$ cat src/rtl/systola_pkg.sv
// Shared types and helpers for the systola output-side drain buffers.
// Holds the drain FSM encoding and the circular-pointer arithmetic.
package systola_pkg;

    typedef enum logic [1:0] {DR_IDLE, DR_SKIP, DR_CAPTURE} drain_state_t;

    localparam int PTR_W = 5;

    // Advance a circular pointer, wrapping from depth-1 back to 0.
    function automatic logic [PTR_W-1:0] ptr_inc(input logic [PTR_W-1:0] p, input int depth);
        return (p == PTR_W'(depth - 1)) ? '0 : p + PTR_W'(1);
    endfunction

endpackage

$ cat src/rtl/outbuf_fifo_core.sv
// Circular first-word-fall-through FIFO: storage, head/tail pointers and the word count.
// The caller gates push so it only arrives when there is room or a pop in the same cycle.
module outbuf_fifo_core
    import systola_pkg::*;
#(
    parameter int WORDLEN = 8,
    parameter int BUFSIZE = 16
) (
    input  logic               clk,
    input  logic               rstn,
    input  logic               push,
    input  logic [WORDLEN-1:0] din,
    input  logic               dout_ready,
    output logic               pop,
    output logic [WORDLEN-1:0] dout,
    output logic               full,
    output logic               empty,
    output logic [5:0]         count
);

    // Sized to the full pointer range so a 5-bit pointer indexes it without truncation.
    logic [WORDLEN-1:0] mem [2**PTR_W];
    logic [PTR_W-1:0]   head;
    logic [PTR_W-1:0]   tail;
    logic [5:0]         cnt;

    assign empty = (cnt == 6'd0);
    assign full  = (cnt == 6'(BUFSIZE));
    assign count = cnt;
    assign pop   = dout_ready & ~empty;
    assign dout  = empty ? '0 : mem[head];

    always_ff @(posedge clk) begin
        if (push) begin
            mem[tail] <= din;
        end
    end

    always_ff @(posedge clk or negedge rstn) begin
        if (!rstn) begin
            head <= '0;
            tail <= '0;
            cnt  <= '0;
        end else begin
            if (push) begin
                tail <= ptr_inc(tail, BUFSIZE);
            end
            if (pop) begin
                head <= ptr_inc(head, BUFSIZE);
            end
            case ({push, pop})
                2'b10:   cnt <= cnt + 6'd1;
                2'b01:   cnt <= cnt - 6'd1;
                default: cnt <= cnt;
            endcase
        end
    end

endmodule

$ cat src/rtl/outbuf_drain.sv
// Output-lane drain buffer: drops the leading SKIP skew-fill beats, captures FRAMELEN
// results per frame and presents them through a first-word-fall-through FIFO.
module outbuf_drain
    import systola_pkg::*;
#(
    parameter int WORDLEN  = 8,
    parameter int BUFSIZE  = 16,
    parameter int SKIP     = 0,
    parameter int FRAMELEN = 8
) (
    input  logic               clk,
    input  logic               rstn,
    input  logic               start,
    input  logic               pe_valid,
    input  logic [WORDLEN-1:0] pe_din,
    output logic [WORDLEN-1:0] dout,
    output logic               dout_valid,
    input  logic               dout_ready,
    output logic               full,
    output logic               empty,
    output logic [5:0]         count,
    output logic               overflow,
    output logic               busy,
    output logic               done,
    output logic [1:0]         dbg_state
);

    // Readout handshake: a word transfers on every cycle where dout_valid and dout_ready
    // are both high; dout_valid never depends on dout_ready, and dout_ready while empty
    // does nothing.

    drain_state_t state;
    drain_state_t state_nxt;
    logic [4:0]   skip_cnt;
    logic [7:0]   beat_cnt;
    logic         load;
    logic         skip_beat;
    logic         capture;
    logic         frame_end;
    logic         push;
    logic         pop;
    logic         drop;

    always_ff @(posedge clk or negedge rstn) begin
        if (!rstn) begin
            state <= DR_IDLE;
        end else begin
            state <= state_nxt;
        end
    end

    always_comb begin
        state_nxt = state;
        load      = 1'b0;
        skip_beat = 1'b0;
        capture   = 1'b0;
        frame_end = 1'b0;
        case (state)
            DR_IDLE: begin
                if (start) begin
                    load      = 1'b1;
                    state_nxt = (SKIP > 0) ? DR_SKIP : DR_CAPTURE;
                end
            end
            DR_SKIP: begin
                if (pe_valid) begin
                    skip_beat = 1'b1;
                    if (skip_cnt == 5'd1) begin
                        state_nxt = DR_CAPTURE;
                    end
                end
            end
            DR_CAPTURE: begin
                if (pe_valid) begin
                    capture = 1'b1;
                    if (beat_cnt == 8'(FRAMELEN - 1)) begin
                        frame_end = 1'b1;
                        state_nxt = DR_IDLE;
                    end
                end
            end
            default: state_nxt = DR_IDLE;
        endcase
    end

    // A full FIFO still accepts a beat when the head leaves in the same cycle.
    assign push = capture & (~full | pop);
    assign drop = capture & ~push;

    always_ff @(posedge clk or negedge rstn) begin
        if (!rstn) begin
            skip_cnt <= '0;
            beat_cnt <= '0;
            overflow <= 1'b0;
            done     <= 1'b0;
        end else begin
            done <= frame_end;
            if (load) begin
                skip_cnt <= 5'(SKIP);
                beat_cnt <= '0;
                overflow <= 1'b0;
            end else begin
                if (skip_beat) begin
                    skip_cnt <= skip_cnt - 5'd1;
                end
                if (capture) begin
                    beat_cnt <= beat_cnt + 8'd1;
                end
                if (drop) begin
                    overflow <= 1'b1;
                end
            end
        end
    end

    outbuf_fifo_core #(
        .WORDLEN (WORDLEN),
        .BUFSIZE (BUFSIZE)
    ) u_fifo (
        .clk        (clk),
        .rstn       (rstn),
        .push       (push),
        .din        (pe_din),
        .dout_ready (dout_ready),
        .pop        (pop),
        .dout       (dout),
        .full       (full),
        .empty      (empty),
        .count      (count)
    );

    assign dout_valid = ~empty;
    assign busy       = (state != DR_IDLE);
    assign dbg_state  = state;

endmodule
$ cat config.mk
export PLATFORM = sky130hd
export DESIGN_NAME = outbuf_drain
export DESIGN_NICKNAME = d
export VERILOG_FILES = /design/src/rtl/systola_pkg.sv /design/src/rtl/outbuf_fifo_core.sv /design/src/rtl/outbuf_drain.sv
export SDC_FILE = /design/constraint.sdc
export NUM_CORES = 1
export LEC_CHECK = 0
export CAP_MARGIN = 20
export CORE_MARGIN = 2
export CORE_UTILIZATION = 61
export CTS_BUF_LIST = sky130_fd_sc_hd__clkbuf_16
export DETAILED_ROUTE_END_ITERATION = 16
export PLACE_DENSITY = 0.81
export SYNTH_ARGS = -nofsm -noshare
export SYNTH_HDL_FRONTEND = slang
export SYNTH_HIERARCHICAL = 1
export SYNTH_SLANG_ARGS = --single-unit
$ cat constraint.sdc
create_clock -name clk -period 4.4 [get_ports clk]
set_input_delay 1.32 -clock clk [delete_from_list [all_inputs] [get_ports clk]]
set_output_delay 1.32 -clock clk [all_outputs]
set_load 0.1 [all_outputs]
==> impl_metrics.csv <==
group,metric,value,unit
outcome,outcome,"finished clean",
die,core_area,0.0187,mm^2
place,post-dp-hpwl,15600,um
cells_and_area,final_cell_mix,"256 x edfxtp_1, 52 x buf_4, 41 x mux2i_1",
cells_and_area,instances_no_fill,1000,
routing,drt_first_iter_violations,822,
die,io_pins,35,
clocking,clock-sinks,283,
global_route,gr-usage-all-layers,0.262,
clocking,h-tree-depth,1,
worst_setup_path,critPathMaxFanout,24,
global_route,grt-ovfl-total,0,
timing,setup_viol,0,
routing,vias,6554,
clocking,clock_latency,0.53,ns
global_route,grt_max_degree,40,
synth,syn_inst,667,
power_and_ir_drop,ir_drop,0.000750,V
timing,relSlewSlack,0.341,
routing,drtAntennaViolNets,0,
timing,tightest_slew,0.985,ns
hold_path,hold_path_class,"register to register",
die,rows,50,
global_route,antenna_found_initial,0,
cells_and_area,antenna_cells,0,
run,drv_cap,0,
clocking,cts_tree,"yes",
worst_setup_path,critPathMaxStageDelay,0.62,ns
clocking,path_clk_slew,0.06,ns
synth,async_reset_ff_frac,0.0954,
worst_setup_path,cp.required,3.08,ns
clocking,cts-root-buf,"clkbuf_16",
routing,viasPerCell,6.55,
worst_setup_path,cp_common_cell,"a211oi_1",
global_route,grt_pass1_wl,38900,um
place,dp_cells,944,
synth,yosysWarnings,6,
timing,hold_viol_final,0,
worst_setup_path,crit_type,"register to output port",
synth,synth_area,0.0117,mm^2
worst_setup_path,path_cells,"buf_4 > nand2b_1 > a211oi_1 > a211oi_1 > o21ai_1 > a211oi_2 > buf_12",
power_and_ir_drop,power_density,687,mW/mm^2
routing,wl,25400,um
global_route,grt_pass1_vias,6586,
timing,min_period,4.27,ns
cells_and_area,final_common_cell,"edfxtp_1",
synth,synthTopCellsByArea,"edfxtp_1 66%, mux4_2 6.6%, dfrtp_1 5.8%",
die,die_w,142,um
timing,tns,0,ns
timing,fin_skew,0.00986,ns
worst_setup_path,path_depth,7,
synth,yosysTopAreaCellShare,0.660,
worst_setup_path,worst_setup_path_end_kind,"output port",
die,start_util,0.623,
clocking,numCtsBuffers,27,
cells_and_area,area_delta_synth_final,15.8,%
worst_setup_path,cp.arrival,2.95,ns
routing,drc,0,
synth,syn_nets,689,
synth,yosysUniqueCellTypes,62,
clocking,cts.hold.buffers_added,0,
timing,finalMaxSlewViolations,0,
place,dp_slack,0.496,ns
synth,postSynthAreaPerCell,17.5,um^2
die,die_height,142,um
synth,synthFlopType,"edfxtp_1",
die,dieArea,0.0202,mm^2
hold_path,min_path_cells,1,
synth,synth_top_cell_by_area,"edfxtp_1",
timing,period_share,0.971,
synth,synth_seq_cells,283,
cells_and_area,fin_nets,768,
clocking,cts.path.max_buffers,3,
synth,synth-edff-count,256,
timing,grt_setup_unrepaired,"false",
routing,drt_first_pass_iters,6,
worst_setup_path,cp-start-kind,"register",
cells_and_area,post_route_cells_drive_above_1_share,0.204,
synth,synth-seq-area-share,0.718,
worst_setup_path,path_buf_inv,2,
timing,setup_ws,0.128,ns
place,io_buffers,33,
routing,avgRoutedWirePerCell,25.4,um
place,finalWeightedCongestion,0.858,
timing,max_freq,0.234,GHz
worst_setup_path,r2r_cells,14,
worst_setup_path,slowest_stage,"dfrtp_4",
worst_setup_path,cpLargestDelayFamily,"compound AO/OA/AOI/OAI gates",
power_and_ir_drop,power_leakage,0.00467,uW
-- per-layer routing --
layer / vias to the layer above / share of wire / track usage / routed length (um)
met5: - / 0 / 0 / 0
met2: 411 / 0.49 / 0.436 / 12600
li1: 2816 / - / - / -
met1: 3252 / 0.38 / 0.358 / 9730
met3: 75 / 0.087 / 0.0407 / 2210
met4: 0 / 0.037 / 0.0958 / 944
-- final cells by class --
| class | instances | area (um^2) |
|---|---|---|
| clock inverter | 22 | 238 |
| sequential | 283 | 8370 |
| fill | 1067 | 5210 |
| timing repair buffer | 88 | 887 |
| tap | 234 | 293 |
| clock buffer | 27 | 676 |
| multi-input combinational | 334 | 2980 |
| inverter | 12 | 45.0 |
-- cells in the mapped netlist (3+ instances only) --
cell and instances:
a2111oi_1 4, a2111oi_2 3, a211oi_1 22, a21oi_1 22
a22o_1 3, and3_1 3, buf_12 3, buf_2 8
buf_4 4, buf_6 4, buf_8 3, clkbuf_1 14
dfrtp_1 27, edfxtp_1 256, ha_1 9, inv_1 10
mux2i_1 41, mux4_1 7, mux4_2 34, nand2_1 33
nand2b_1 3, nand3_1 8, nand3b_1 3, nor2_1 34
nor2b_1 14, nor3_1 13, o21ai_0 8, o21ai_1 10
o221ai_1 8, o22ai_1 7, or3_1 3, xnor2_1 4
xor2_1 7
-- state kept, by name, indices dropped and copies added (netlist names) --
name,cells
done,1
dbg_state,1
overflow,1
beat_cnt,8
u_fifo/tail,5
u_fifo/head,5
u_fifo/mem,256
u_fifo/count,6
-- logic make-up (layout without fill, tap and decap cells) --
kind of cell / after synthesis / count (layout) / share of synthesized area
buffers and inverters: 50 / 149 / 0.0283
adders and majority gates: 9 / 9 / 0.00967
muxes: 85 / 85 / 0.120
xor gates and xnor gates: 11 / 11 / 0.00827
and+or+nand+nor: 125 / 125 / 0.0535
AOI/OAI and AO/OA: 103 / 103 / 0.0625
DFF: 283 / 283 / 0.718
other: 1 / 1 / 0.000322
-- final timing paths --
kind,startpoint,endpoint,slack (ns)
worst max-delay path,u_fifo/head[1]$_DFFE_PN0N_,dout[4],0.13
worst min-delay path,u_fifo/count[5]$_DFFE_PN0P_,u_fifo/count[5]$_DFFE_PN0P_,0.54
worst max register to register,u_fifo/count[3]$_DFFE_PN0P_,u_fifo/count[5]$_DFFE_PN0P_,0.88
worst min register to register,u_fifo/count[5]$_DFFE_PN0P_,u_fifo/count[5]$_DFFE_PN0P_,0.54
max in group asynchronous,rstn,u_fifo/tail[2]$_DFFE_PN0P_,2.61
min in group asynchronous,rstn,u_fifo/count[1]$_DFFE_PN0P_,1.16
-- report_power, final --
group	total (uW)	switching, uW	internal, uW	leakage [uW]
Clock	2350	942	1410	0.000467
Sequential	3460	307	3150	0.00264
Combinational	3460	2190	1270	0.00157
Total	9270	3440	5830	0.00467
-- per-stage QoR --
step	hold WS (ns)	utilization	power [uW]	instance area, um^2
CTS	0.532	0.717	9240	13400
finish	0.543	0.721	9270	13500
global route	0.555	0.721	9590	13500
detailed placement	0.513	0.665	6840	12400
floorplan	0.449	-	5800	11700
global placement	0.463	0.665	6750	12400
-- repair_timing --
item                       4_1_cts  5_1_grt
pin swaps                        0        0
setup endpoints to repair        4        4
buffers inserted                 3        0
gates resized for setup          1        4
(Power assumes the default switching activity.)
